### config.mk
export PLATFORM = sky130hd
export DESIGN_NAME = bp_table_port_ctrl
export DESIGN_NICKNAME = d
export VERILOG_FILES = /design/src/rtl/bp_table_port_ctrl_pkg.sv /design/src/rtl/bp_table_port_ctrl_fifo.sv /design/src/rtl/bp_table_port_ctrl.sv
export SDC_FILE = /design/constraint.sdc
export NUM_CORES = 1
export LEC_CHECK = 0
export ABC_AREA = 0
export BUFFER_PORTS_ARGS = -buffer_cell sky130_fd_sc_hd__buf_2
export CAP_MARGIN = 20
export CORE_MARGIN = 10
export CORE_UTILIZATION = 57
export DETAILED_ROUTE_END_ITERATION = 7
export PLACE_DENSITY = 0.77
export REMOVE_ABC_BUFFERS = 1
export SYNTH_ARGS = -nofsm -noshare
export SYNTH_HDL_FRONTEND = slang
export SYNTH_SLANG_ARGS = --single-unit
### constraint.sdc
create_clock -name clk -period 4.1 [get_ports clk]
set_input_delay 0.205 -clock clk [delete_from_list [all_inputs] [get_ports clk]]
set_output_delay 0.205 -clock clk [all_outputs]
set_load 0.01 [all_outputs]
### src/rtl/bp_table_port_ctrl_pkg.sv
// Shared types for the branch-predictor table port: update payload and port state.
// Table geometry below is the widest supported; narrower configurations use the low index bits.
package cva5_types;
    localparam int unsigned BP_MAX_INDEX_W = 9;
    localparam int unsigned BP_WAYS        = 2;
    localparam int unsigned BP_ENTRY_W     = 24;
    localparam int unsigned BP_TARGET_W    = 32;

    typedef struct packed {
        logic [BP_MAX_INDEX_W-1:0] index;
        logic [BP_WAYS-1:0]        way;
        logic                      tgt_we;
        logic [BP_ENTRY_W-1:0]     entry;
        logic [BP_TARGET_W-1:0]    target;
    } bp_update_t;

    typedef enum logic {
        SWEEP = 1'b0,
        READY = 1'b1
    } bp_port_state_t;

    // Target-table write mask: only the update's way, and only when it carries a target.
    function automatic logic [BP_WAYS-1:0] bp_tgt_mask(input bp_update_t u);
        return u.tgt_we ? u.way : '0;
    endfunction
endpackage

### src/rtl/bp_table_port_ctrl_fifo.sv
// Small power-of-two FIFO of predictor updates with synchronous clear.
module bp_update_fifo
    import cva5_types::*;
#(
    parameter int unsigned DEPTH = 4
) (
    input  logic       clk,
    input  logic       rst_n,
    input  logic       i_clear,
    input  logic       i_push,
    input  bp_update_t i_push_data,
    input  logic       i_pop,
    output bp_update_t o_head,
    output logic       o_full,
    output logic       o_empty
);
    localparam int unsigned PTR_W = $clog2(DEPTH);

    logic [PTR_W:0] r_wr_ptr;
    logic [PTR_W:0] r_rd_ptr;
    bp_update_t     r_mem [DEPTH];

    // Pointers carry an extra wrap bit to tell full from empty.
    always_ff @(posedge clk or negedge rst_n) begin
        if (!rst_n) begin
            r_wr_ptr <= '0;
            r_rd_ptr <= '0;
        end else if (i_clear) begin
            r_wr_ptr <= '0;
            r_rd_ptr <= '0;
        end else begin
            if (i_push) r_wr_ptr <= r_wr_ptr + (PTR_W+1)'(1);
            if (i_pop)  r_rd_ptr <= r_rd_ptr + (PTR_W+1)'(1);
        end
    end

    always_ff @(posedge clk) begin
        if (i_push && !i_clear) r_mem[r_wr_ptr[PTR_W-1:0]] <= i_push_data;
    end

    assign o_head  = r_mem[r_rd_ptr[PTR_W-1:0]];
    assign o_empty = (r_wr_ptr == r_rd_ptr);
    assign o_full  = (r_wr_ptr[PTR_W] != r_rd_ptr[PTR_W]) &&
                     (r_wr_ptr[PTR_W-1:0] == r_rd_ptr[PTR_W-1:0]);
endmodule

### src/rtl/bp_table_port_ctrl.sv
// Shared-port sequencer for the branch-predictor tag/target tables: invalidation sweep,
// fetch lookups and queued updates. Optional BP_UPDATE_BYPASS_EN writes idle-cycle updates directly.
module bp_table_port_ctrl
    import cva5_types::*;
#(
    parameter  int unsigned ENTRIES    = 512,
    parameter  int unsigned FIFO_DEPTH = 4,
    localparam int unsigned INDEX_W    = $clog2(ENTRIES),
    localparam int unsigned WAYS       = BP_WAYS,
    localparam int unsigned ENTRY_W    = BP_ENTRY_W
) (
    input  logic               clk,
    input  logic               rst,
    input  logic               flush_req,
    output logic               flush_done,
    output logic               predict_en,
    input  logic               fetch_req,
    input  logic [INDEX_W-1:0] fetch_index,
    output logic               fetch_grant,
    input  logic               upd_valid,
    output logic               upd_ready,
    input  logic [INDEX_W-1:0] upd_index,
    input  logic [WAYS-1:0]    upd_way,
    input  logic               upd_tgt_we,
    input  logic [ENTRY_W-1:0] upd_entry,
    input  logic [31:0]        upd_target,
    output logic               ram_en,
    output logic [INDEX_W-1:0] ram_addr,
    output logic [WAYS-1:0]    ram_tag_we,
    output logic [WAYS-1:0]    ram_tgt_we,
    output logic [ENTRY_W-1:0] ram_entry,
    output logic [31:0]        ram_target
);
    bp_port_state_t     r_state, w_state_nxt;
    logic [INDEX_W-1:0] r_sweep_cnt, w_sweep_cnt_nxt;
    logic               r_flush_done, w_flush_done_nxt;
    logic               w_push, w_pop, w_wr;
    logic               w_fifo_full, w_fifo_empty;
    bp_update_t         w_head, w_upd, w_wr_data;

    assign w_upd = '{index:  BP_MAX_INDEX_W'(upd_index),
                     way:    upd_way,
                     tgt_we: upd_tgt_we,
                     entry:  upd_entry,
                     target: upd_target};

    bp_update_fifo #(.DEPTH(FIFO_DEPTH)) u_fifo (
        .clk         (clk),
        .rst_n       (rst),
        .i_clear     (flush_req),
        .i_push      (w_push),
        .i_push_data (w_upd),
        .i_pop       (w_pop),
        .o_head      (w_head),
        .o_full      (w_fifo_full),
        .o_empty     (w_fifo_empty)
    );

    always_ff @(posedge clk or negedge rst) begin
        if (!rst) begin
            r_state      <= SWEEP;
            r_sweep_cnt  <= '0;
            r_flush_done <= 1'b0;
        end else begin
            r_state      <= w_state_nxt;
            r_sweep_cnt  <= w_sweep_cnt_nxt;
            r_flush_done <= w_flush_done_nxt;
        end
    end

    assign flush_done = r_flush_done;

    // Port arbitration and next state.
    always_comb begin
        w_state_nxt      = r_state;
        w_sweep_cnt_nxt  = r_sweep_cnt;
        w_flush_done_nxt = 1'b0;
        w_push           = 1'b0;
        w_pop            = 1'b0;
        w_wr             = 1'b0;
        w_wr_data        = w_head;
        predict_en       = 1'b0;
        fetch_grant      = 1'b0;
        upd_ready        = 1'b0;
        ram_en           = 1'b0;
        ram_addr         = '0;
        ram_tag_we       = '0;
        ram_tgt_we       = '0;
        ram_entry        = '0;
        ram_target       = '0;

        case (r_state)
            SWEEP: begin
                ram_en          = 1'b1;
                ram_addr        = r_sweep_cnt;
                ram_tag_we      = '1;
                upd_ready       = 1'b1;
                w_sweep_cnt_nxt = r_sweep_cnt + INDEX_W'(1);
                if (r_sweep_cnt == INDEX_W'(ENTRIES - 1)) begin
                    w_state_nxt      = READY;
                    w_flush_done_nxt = !flush_req;
                end
            end
            READY: begin
                predict_en = 1'b1;
                upd_ready  = !w_fifo_full;
                w_push     = upd_valid && !w_fifo_full;
                if (w_fifo_full && fetch_req) begin
                    w_wr  = 1'b1;
                    w_pop = 1'b1;
                end else if (fetch_req) begin
                    ram_en      = 1'b1;
                    ram_addr    = fetch_index;
                    fetch_grant = 1'b1;
                end else if (!w_fifo_empty) begin
                    w_wr  = 1'b1;
                    w_pop = 1'b1;
                end
`ifdef BP_UPDATE_BYPASS_EN
                else if (upd_valid) begin
                    w_wr      = 1'b1;
                    w_wr_data = w_upd;
                    w_push    = 1'b0;
                end
`endif
            end
            default: w_state_nxt = SWEEP;
        endcase

        if (w_wr) begin
            ram_en     = 1'b1;
            ram_addr   = INDEX_W'(w_wr_data.index);
            ram_tag_we = w_wr_data.way;
            ram_tgt_we = bp_tgt_mask(w_wr_data);
            ram_entry  = w_wr_data.entry;
            ram_target = w_wr_data.target;
        end

        // Flush discards the queue (and any same-cycle enqueue) but lets this cycle's access finish.
        if (flush_req) begin
            w_state_nxt     = SWEEP;
            w_sweep_cnt_nxt = '0;
            w_push          = 1'b0;
        end
    end
endmodule

==> Flow_metrics.wiki, run 1 <==
{| class="wikitable"
! Metric !! Value
|-
| Outcome || finished clean
|-
| Most used flip-flop cell after synthesis || sky130_fd_sc_hd__edfxtp_1
|-
| Proportion of layout cells with a drive suffix above 1 || between 30% and 40%
|-
| Maximum clock frequency || 302 MHz
|-
| Crit Path Category || reg -> out
|-
| CTS tree || done
|-
| Cells traversed along the worst timing path || buf_4 -> mux4_2 -> a2111oi_0 -> a311oi_1 -> buf_2
|-
| Cell type with the largest total area after synthesis || sky130_fd_sc_hd__edfxtp_1
|-
| Count of nets left with antenna violations after detail routing || 0
|-
| Critical Path Slowest Stage Cell || sky130_fd_sc_hd__buf_4
|-
| Clock group share of total power || 43.4%
|-
| Worst relative slew slack || ~41%
|-
| Final-layout fill cell count || approximately 1200
|-
| Portion of the post-synthesis area used by sequential elements || 74.2%
|-
| Number of vias per cell after detailed routing || between 5 and 6
|-
| Clk_lat worst skew || 0.56 ns
|-
| Switch Pwr || around 1.2 mW
|-
| Violation count after the first detailed-routing iteration || between 500 and 600
|-
| Synthesized area || 11600 um^2
|-
| Number of buffers inserted during clock tree synthesis || 29
|-
| Max Cap Violations || 0
|-
| Post-route cell area || 14300 um^2
|-
| Sequential fraction of design power || a little over half
|-
| Post-synthesis average cell area || around 19 um^2
|-
| GR Util All Layers || 19.4%
|-
| Mapped Cells || ~600
|-
| Number of standard-cell rows in the floorplan || 52
|-
| Post-layout net count || 923
|-
| First-pass GRT wire length || 39800 um
|-
| Number of flops mapped to enable cells by yosys || 272
|-
| Share of power burned in combinational logic || 2.6%
|-
| Hold Fails Final Rpt || 0
|-
| Setup crit start kind || flip-flop
|-
| Die boundary width || 162 um
|-
| Wirelength, routed || 25800 um
|-
| Count of clock tree sinks || 289
|-
| Die Span Y || between 150 and 200 um
|-
| Vias post-DR || 6465
|-
| Maximum vdd drop || 0.000351 V
|-
| Cell Count Post-Placement || ~1000
|-
| Number of buffers inserted to repair setup after CTS || 0
|-
| Worst-case clock buffer depth || 3
|-
| Final worst clock skew || 0.0121 ns
|-
| FF+latch count, synth || 289
|-
| Post-detailed-placement cell area || 12700 um^2
|-
| Worst-path clk slew || 0.06 ns
|-
| Tightest Pin Transition || 0.887 ns
|-
| Minimum period implied by the final worst setup slack || 3.31 ns
|-
| Largest fanout on the critical path || 62
|-
| Boundary pin count || 156
|-
| Cell family with the largest share of critical-path delay || buffers and inverters
|-
| GRT overflow || 0
|-
| Library cells used by synthesis || 47
|-
| Initial antenna violation count || 4
|-
| Class of the tightest hold or removal check || in -> reg
|-
| Crit path capture type || primary output
|-
| Max incr delay on CP || 0.75 ns
|-
| Critical path data arrival time || 3.11 ns
|-
| IO buf count || ~160
|-
| Final std cells w/o fill || roughly 1100
|-
| Die area || approximately 26000 um^2
|-
| Master cell of the clock root buffer || sky130_fd_sc_hd__clkbuf_16
|-
| Setup repair after global routing missed its margin || no
|-
| Largest net degree at the start of global routing || 63
|-
| Routed wirelength normalized by instance count || around 23 um
|-
| Area added between synthesis and finish || 23.7%
|-
| Number of warning messages in the yosys log || 0
|-
| Worst path bufs/invs || 2
|-
| Biggest area contributors in the synthesized netlist || sky130_fd_sc_hd__edfxtp_1 (71%), sky130_fd_sc_hd__mux4_2 (12%), sky130_fd_sc_hd__dfrtp_1 (3.7%), sky130_fd_sc_hd__and2_1 (3.2%), sky130_fd_sc_hd__nor2_1 (0.84%)
|-
| Async set-reset flop share out of synthesis || a little under 6%
|-
| Vias in the first global route || 7108
|-
| Clock H-tree levels || 1
|-
| Number of search-and-repair iterations in the first detailed-routing pass || 5
|-
| Initial core utilization || 57.6%
|-
| Core box area || ~20000 um^2
|-
| GP Congestion || 0.879
|-
| Number of max-slew violations in the final report || 0
|-
| Detail Placement HPWL || 15400 um
|-
| Internal power consumption || around 4.8 mW
|-
| Pwr per Cell Area || ~420 nW/um^2
|-
| Residual DRC count || 0
|-
| Total area of multi-input combinational cells || 2820 um^2
|-
| Final number of setup-violating endpoints || 0
|-
| Sequential Area || 8600 um^2
|-
| Fraction of the cycle the final worst path needs || 80.8%
|-
| Leak Pwr || between 5 and 6 nW
|-
| Switching part of the total power || roughly a fifth
|-
| Share of the synthesized area in the top cell type || 70.6%
|-
| Crit path required time || 3.89 ns
|}
[layout by cell type, fill, tap and decap left out, types with 10 or more instances in the layout]
cell type / Yosys / layout
sky130_fd_sc_hd__buf_2: 13 / 155
sky130_fd_sc_hd__and2_1: 60 / 56
sky130_fd_sc_hd__clkbuf_16: 0 / 29
sky130_fd_sc_hd__edfxtp_1: 272 / 272
sky130_fd_sc_hd__nor2_1: 26 / 26
sky130_fd_sc_hd__o21ai_0: 11 / 11
sky130_fd_sc_hd__a311oi_1: 10 / 10
sky130_fd_sc_hd__nand3_1: 10 / 10
sky130_fd_sc_hd__dfrtp_1: 17 / 15
sky130_fd_sc_hd__dlygate4sd3_1: 0 / 69
sky130_fd_sc_hd__nand2_1: 18 / 18
sky130_fd_sc_hd__mux4_2: 63 / 63
[layer usage]
metal | GRT usage, % | routed length, um | part of all wire, % | up-vias
met4 | 6.20 | 605 | 2.3 | 0
li1 | - | - | - | 2867
met2 | 32.2 | 12900 | 50 | 265
met3 | 4.75 | 1940 | 7.5 | 46
met5 | 0 | 0 | 0 | -
met1 | 24.7 | 10300 | 40 | 3287
[worst reg2reg max path, delay by kind of cell, from the launching register on]
family	cells	cell delay, ns
AOI/OAI and AO/OA	1	0.39
xor gates and xnor gates	1	0.29
DFF	1	0.59
buffers and inverters	1	0.34
and+or+nand+nor	2	0.89
[metrics by stage]
step,setup WS (ns),power (mW),setup TNS [ns],utilization [%],hold slack [ns]
after floorplan,-1.82,3.31,-541.73,-,-0.0906
after global placement,1.42,3.38,0,63.1,0.153
after detailed placement,1.31,3.39,0,63.1,0.163
after CTS,0.803,6.00,0,71.1,0.0594
after global routing,0.640,6.14,0,71.2,0.0847
final,0.788,5.97,0,71.2,0.0798
[cells in the mapped netlist, types with 2 or more instances]
| cell | number |
|---|---|
| sky130_fd_sc_hd__ha_1 | 7 |
| sky130_fd_sc_hd__a311oi_1 | 10 |
| sky130_fd_sc_hd__a31oi_1 | 4 |
| sky130_fd_sc_hd__nand2b_1 | 3 |
| sky130_fd_sc_hd__buf_6 | 2 |
| sky130_fd_sc_hd__clkbuf_1 | 11 |
| sky130_fd_sc_hd__and3_1 | 3 |
| sky130_fd_sc_hd__o21ai_1 | 2 |
| sky130_fd_sc_hd__a21oi_1 | 4 |
| sky130_fd_sc_hd__nor2b_1 | 4 |
| sky130_fd_sc_hd__buf_2 | 13 |
| sky130_fd_sc_hd__mux2_2 | 4 |
| sky130_fd_sc_hd__o21ai_0 | 11 |
| sky130_fd_sc_hd__edfxtp_1 | 272 |
| sky130_fd_sc_hd__nor3_2 | 2 |
| sky130_fd_sc_hd__nand4_1 | 3 |
| sky130_fd_sc_hd__buf_4 | 4 |
| sky130_fd_sc_hd__xor2_1 | 7 |
| sky130_fd_sc_hd__nor3_1 | 3 |
| sky130_fd_sc_hd__dfrtp_1 | 17 |
| sky130_fd_sc_hd__inv_1 | 3 |
| sky130_fd_sc_hd__nand2_1 | 18 |
| sky130_fd_sc_hd__mux2i_1 | 9 |
| sky130_fd_sc_hd__xnor2_1 | 4 |
| sky130_fd_sc_hd__nor2_1 | 26 |
| sky130_fd_sc_hd__mux4_2 | 63 |
| sky130_fd_sc_hd__and2_1 | 60 |
| sky130_fd_sc_hd__nand3_1 | 10 |
[cells by family after synthesis]
kind of cell	after synthesis	synth area share, %
xor gates and xnor gates	13	1.11
DFF	289	74.2
adders and majority gates	7	0.757
AOI/OAI and AO/OA	42	2.52
muxes	77	13.5
and+or+nand+nor	135	6.30
buffers and inverters	35	1.54
[power groups by stage]
stage	Sequential, mW	Combinational [mW]	Clock (mW)
after floorplan	3.29	0.0131	0
after global placement	3.29	0.0881	0
after detailed placement	3.29	0.0956	0
after CTS	3.23	0.149	2.62
after global routing	3.23	0.165	2.75
final	3.23	0.153	2.59
[final cells by class]
cell class | instances | area share [%]
Timing Repair Buffer | 236 | 11.1
Tap cell | 270 | 2.36
Antenna cell | 4 | 0.0699
Inverter | 4 | 0.105
Clock inverter | 17 | 1.26
Multi-Input combinational cell | 274 | 19.7
Clock buffer | 37 | 5.28
Sequential cell | 289 | 60.1
[final timing paths]
kind	slack, ns	start	cells past startpoint	endpoint
setup / recovery	0.79	u_fifo.r_rd_ptr[1]	5	ram_addr[2]
hold / removal	0.08	flush_req	2	r_sweep_cnt[0]
setup reg to reg	1.27	u_fifo.r_rd_ptr[1]	5	u_fifo.r_mem[2][57]
hold reg to reg	0.60	r_sweep_cnt[4]	2	r_sweep_cnt[4]
max in group asynchronous	3.63	rst	2	u_fifo.r_rd_ptr[0]
min in group asynchronous	0.13	rst	2	u_fifo.r_rd_ptr[1]
[flip-flops by register name, summed over array words and instances, names as in the netlist]
| name | flops |
|---|---|
| flush_done | 1 |
| r_state | 1 |
| r_sweep_cnt | 9 |
| u_fifo.r_mem | 272 |
| u_fifo.r_rd_ptr | 3 |
| u_fifo.r_wr_ptr | 3 |
[repair_timing]
action,in CTS,in global routing
hold endpoints to repair,289,0
gates resized for setup,0,0
hold buffers,69,0
No activity file was read; power rests on OpenSTA's default activity.
==> inputs of run 2 (changes only) <==
- ABC_AREA: 0 -> 1
- CORE_UTILIZATION: 57 -> 52
- PLACE_DENSITY: 0.77 -> 0.74
- clock period: 4.1 -> 2.8 ns (I/O delays scaled with it)
==> run 2 against run 1 <==
Against the previous run:
- clock power is 49% higher
- first-iteration DRC count is 27% higher
- core utilization decreased by 6.2 points
- critical path depth is the same
- largest power group unchanged
- routed wire length is 11% higher
- worst hold slack got worse by 0.0029 ns
- cell count increased by 31%
==> Flow_metrics.wiki, run 2 <==
{| class="wikitable"
! Metric !! Value
|-
| Max incr delay on CP || 0.50 ns
|-
| Cells traversed along the worst timing path || xnor2_1 -> nand4_4 -> buf_6 -> a22oi_1 -> buf_2
|-
| Class of the tightest hold or removal check || in -> async
|-
| Async set-reset flop share out of synthesis || under 10%
|-
| Initial core utilization || 52.5%
|-
| Maximum clock frequency || roughly 390 MHz
|-
| Worst path bufs/invs || 2
|-
| Initial antenna violation count || 1
|-
| CTS tree || done
|-
| Proportion of layout cells with a drive suffix above 1 || 19.3%
|-
| Boundary pin count || 156
|-
| GRT overflow || 0
|-
| Final Hold Slack || just under 0.08 ns
|-
| Die area || 29100 um^2
|-
| Largest fanout on the critical path || 60
|-
| Cell family with the largest share of critical-path delay || flip-flops
|-
| Pwr per Cell Area || 608 nW/um^2
|-
| Number of standard-cell rows in the floorplan || 55
|-
| Residual DRC count || 0
|-
| Mapped Cells || 964
|-
| Most instantiated library cell after synthesis || sky130_fd_sc_hd__edfxtp_1
|-
| Outcome || finished clean
|-
| Final std cells w/o fill || 1483
|-
| Clk_lat worst skew || 0.53 ns
|-
| Critical path data arrival time || 2.44 ns
|-
| GP Congestion || ~0.83
|-
| Library cells used by synthesis || 27
|-
| Biggest area contributors in the synthesized netlist || sky130_fd_sc_hd__edfxtp_1 (69%), sky130_fd_sc_hd__nor2_1 (8.4%), sky130_fd_sc_hd__o21ai_0 (5.7%), sky130_fd_sc_hd__dfrtp_1 (3.6%), sky130_fd_sc_hd__a22oi_1 (3.6%)
|-
| Number of buffers inserted during clock tree synthesis || 28
|-
| Wirelength, routed || 28600 um
|-
| Core box area || 22400 um^2
|-
| Max Cap Violations || 0
|-
| Count of clock tree sinks || 289
|-
| Tightest Pin Transition || 0.662 ns
|-
| Number of flops mapped to enable cells by yosys || between 200 and 300
|-
| Count of nets left with antenna violations after detail routing || 0
|-
| Crit Path Category || reg -> out
|-
| Number of buffers inserted to repair setup after CTS || 0
|-
| Final total power || 8.87 mW
|-
| Worst relative slew slack || 55.9%
|-
| Flip-flop count of the largest register, all copies and words added || ~270
|-
| Number of search-and-repair iterations in the first detailed-routing pass || 5
|-
| Vias post-DR || 8311
|-
| Portion of the post-synthesis area used by sequential elements || 73.0%
|-
| IO buf count || 155
|-
| GR Util All Layers || 19.2%
|-
| Number of max-slew violations in the final report || 0
|-
| Final worst clock skew || 0.00784 ns
|-
| Most common cell after layout, fill and taps aside || sky130_fd_sc_hd__edfxtp_1
|-
| Hold Fails Final Rpt || 0
|-
| Routed wirelength normalized by instance count || around 19 um
|-
| Number of warning messages in the yosys log || 0
|-
| Post-route setup TNS || 0 ns
|-
| Master cell of the clock root buffer || sky130_fd_sc_hd__clkbuf_16
|-
| FF+latch count, synth || 289
|-
| Critical Path Slowest Stage Cell || sky130_fd_sc_hd__dfrtp_4
|-
| Area added between synthesis and finish || 23.8%
|-
| Number of vias per cell after detailed routing || 5.60
|-
| Worst-case clock buffer depth || 3
|-
| Synthesized area || 11800 um^2
|-
| Cell type with the largest total area after synthesis || sky130_fd_sc_hd__edfxtp_1
|-
| Detail Placement HPWL || 15500 um
|-
| Leak Pwr || about 5.6 nW
|-
| Die Span Y || 170 um
|-
| Final number of setup-violating endpoints || 0
|-
| Crit path capture type || primary output
|-
| Most used flip-flop cell after synthesis || sky130_fd_sc_hd__edfxtp_1
|-
| First-pass GRT wire length || 44500 um
|-
| Minimum period implied by the final worst setup slack || 2.58 ns
|-
| Setup crit start kind || flip-flop
|-
| Die boundary width || 170 um
|-
| Post-synthesis average cell area || 12.2 um^2
|-
| Clock H-tree levels || 1
|-
| Vias in the first global route || approximately 8400
|-
| Largest net degree at the start of global routing || 79
|-
| Crit path required time || 2.66 ns
|-
| Violation count after the first detailed-routing iteration || 754
|-
| Commonest cells after routing, fill and taps aside || sky130_fd_sc_hd__edfxtp_1 (272), sky130_fd_sc_hd__nor2_1 (259), sky130_fd_sc_hd__buf_2 (155), sky130_fd_sc_hd__o21ai_0 (135), sky130_fd_sc_hd__dlygate4sd3_1 (70)
|-
| Share of the synthesized area in the top cell type || 69.4%
|-
| Cell Count Post-Placement || approximately 1400
|-
| Post-layout net count || 1265
|-
| Maximum vdd drop || just under 0.0006 V
|-
| Worst-path clk slew || around 0.060 ns
|-
| Setup repair after global routing missed its margin || no
|-
| Ranking of synthesized cells by instance count || sky130_fd_sc_hd__edfxtp_1 (272), sky130_fd_sc_hd__nor2_1 (263), sky130_fd_sc_hd__o21ai_0 (135)
|-
| Fraction of the cycle the final worst path needs || between 90 and 100%
|}
[run 2: changes by cell type in the layout (fill, tap and decap cells not counted), moves of 6 or more]
| cell | delta |
|---|---|
| sky130_fd_sc_hd__a22oi_1 | +56 |
| sky130_fd_sc_hd__a311oi_1 | -10 |
| sky130_fd_sc_hd__and2_1 | -55 |
| sky130_fd_sc_hd__inv_1 | +15 |
| sky130_fd_sc_hd__mux2i_1 | -9 |
| sky130_fd_sc_hd__mux4_2 | -63 |
| sky130_fd_sc_hd__nand2_1 | +37 |
| sky130_fd_sc_hd__nand3_1 | +11 |
| sky130_fd_sc_hd__nand4_1 | +13 |
| sky130_fd_sc_hd__nor2_1 | +233 |
| sky130_fd_sc_hd__o21ai_0 | +124 |
| sky130_fd_sc_hd__o22ai_1 | +11 |
| sky130_fd_sc_hd__xor2_1 | -6 |
[run 2: where the power goes]
group / internal [mW] / total (mW) / switching, mW / leakage, nW
clock: 2.34 / 3.86 / 1.52 / 0.467
sequential: 4.73 / 4.74 / 0.0121 / 2.67
combinational: 0.132 / 0.264 / 0.132 / 2.43
[run 2: through the flow]
step	util (%)	setup slack [ns]	cell area (um^2)
after floorplan	-	-3.92	11500
after global placement	57.4	0.303	12900
after detailed placement	57.4	0.208	12900
after CTS	64.8	0.122	14500
after global routing	65.0	0.0948	14600
final	65.0	0.217	14600
[run 2: kinds of logic (layout without fill, tap and decap cells)]
group,count (synthesis),count (layout),share of synthesized area [%]
compound gates,212,212,10.4
other cells,0,2,0
buf+inv,87,319,3.24
simple gates,366,366,12.5
flops,289,289,73.0
xor+xnor,3,3,0.223
fa+ha+maj,7,7,0.744
[run 2: layer usage]
layer	wire [um]	share of wire, %	global-route usage, %
met3	2070	7.3	3.85
met5	0	0	0
met2	14500	51	32.3
met4	422	1.5	5.45
met1	11600	41	24.6
[run 2: layout make-up]
class / instances / area (um^2)
fill: 1623 / 7860
timing repair buffer: 247 / 1740
clock inverter: 17 / 211
tap: 285 / 357
sequential: 289 / 8600
inverter: 22 / 83.8
antenna: 2 / 5.00
multi-input combinational: 588 / 2840
clock buffer: 33 / 741
[run 2: worst paths after layout]
| kind | slack, ns | start | depth (start not counted) | to |
|---|---|---|---|---|
| max in group asynchronous | 2.37 | rst | 2 | u_fifo.r_rd_ptr[0] |
| min in group clk | 0.08 | upd_valid | 4 | u_fifo.r_wr_ptr[1] |
| worst min-delay path | 0.08 | rst | 2 | flush_done |
| worst max register to register | 0.49 | u_fifo.r_rd_ptr[0] | 6 | u_fifo.r_mem[3][54] |
| worst min register to register | 0.52 | r_sweep_cnt[8] | 2 | r_sweep_cnt[8] |
| worst max-delay path | 0.22 | u_fifo.r_rd_ptr[0] | 5 | ram_target[30] |
[run 2: timing repair]
action                                  4_1_cts  5_1_grt
endpoints found under the setup margin        0        9
hold endpoints to repair                    295        0
hold buffers                                 70        0
resized for setup                             0        4
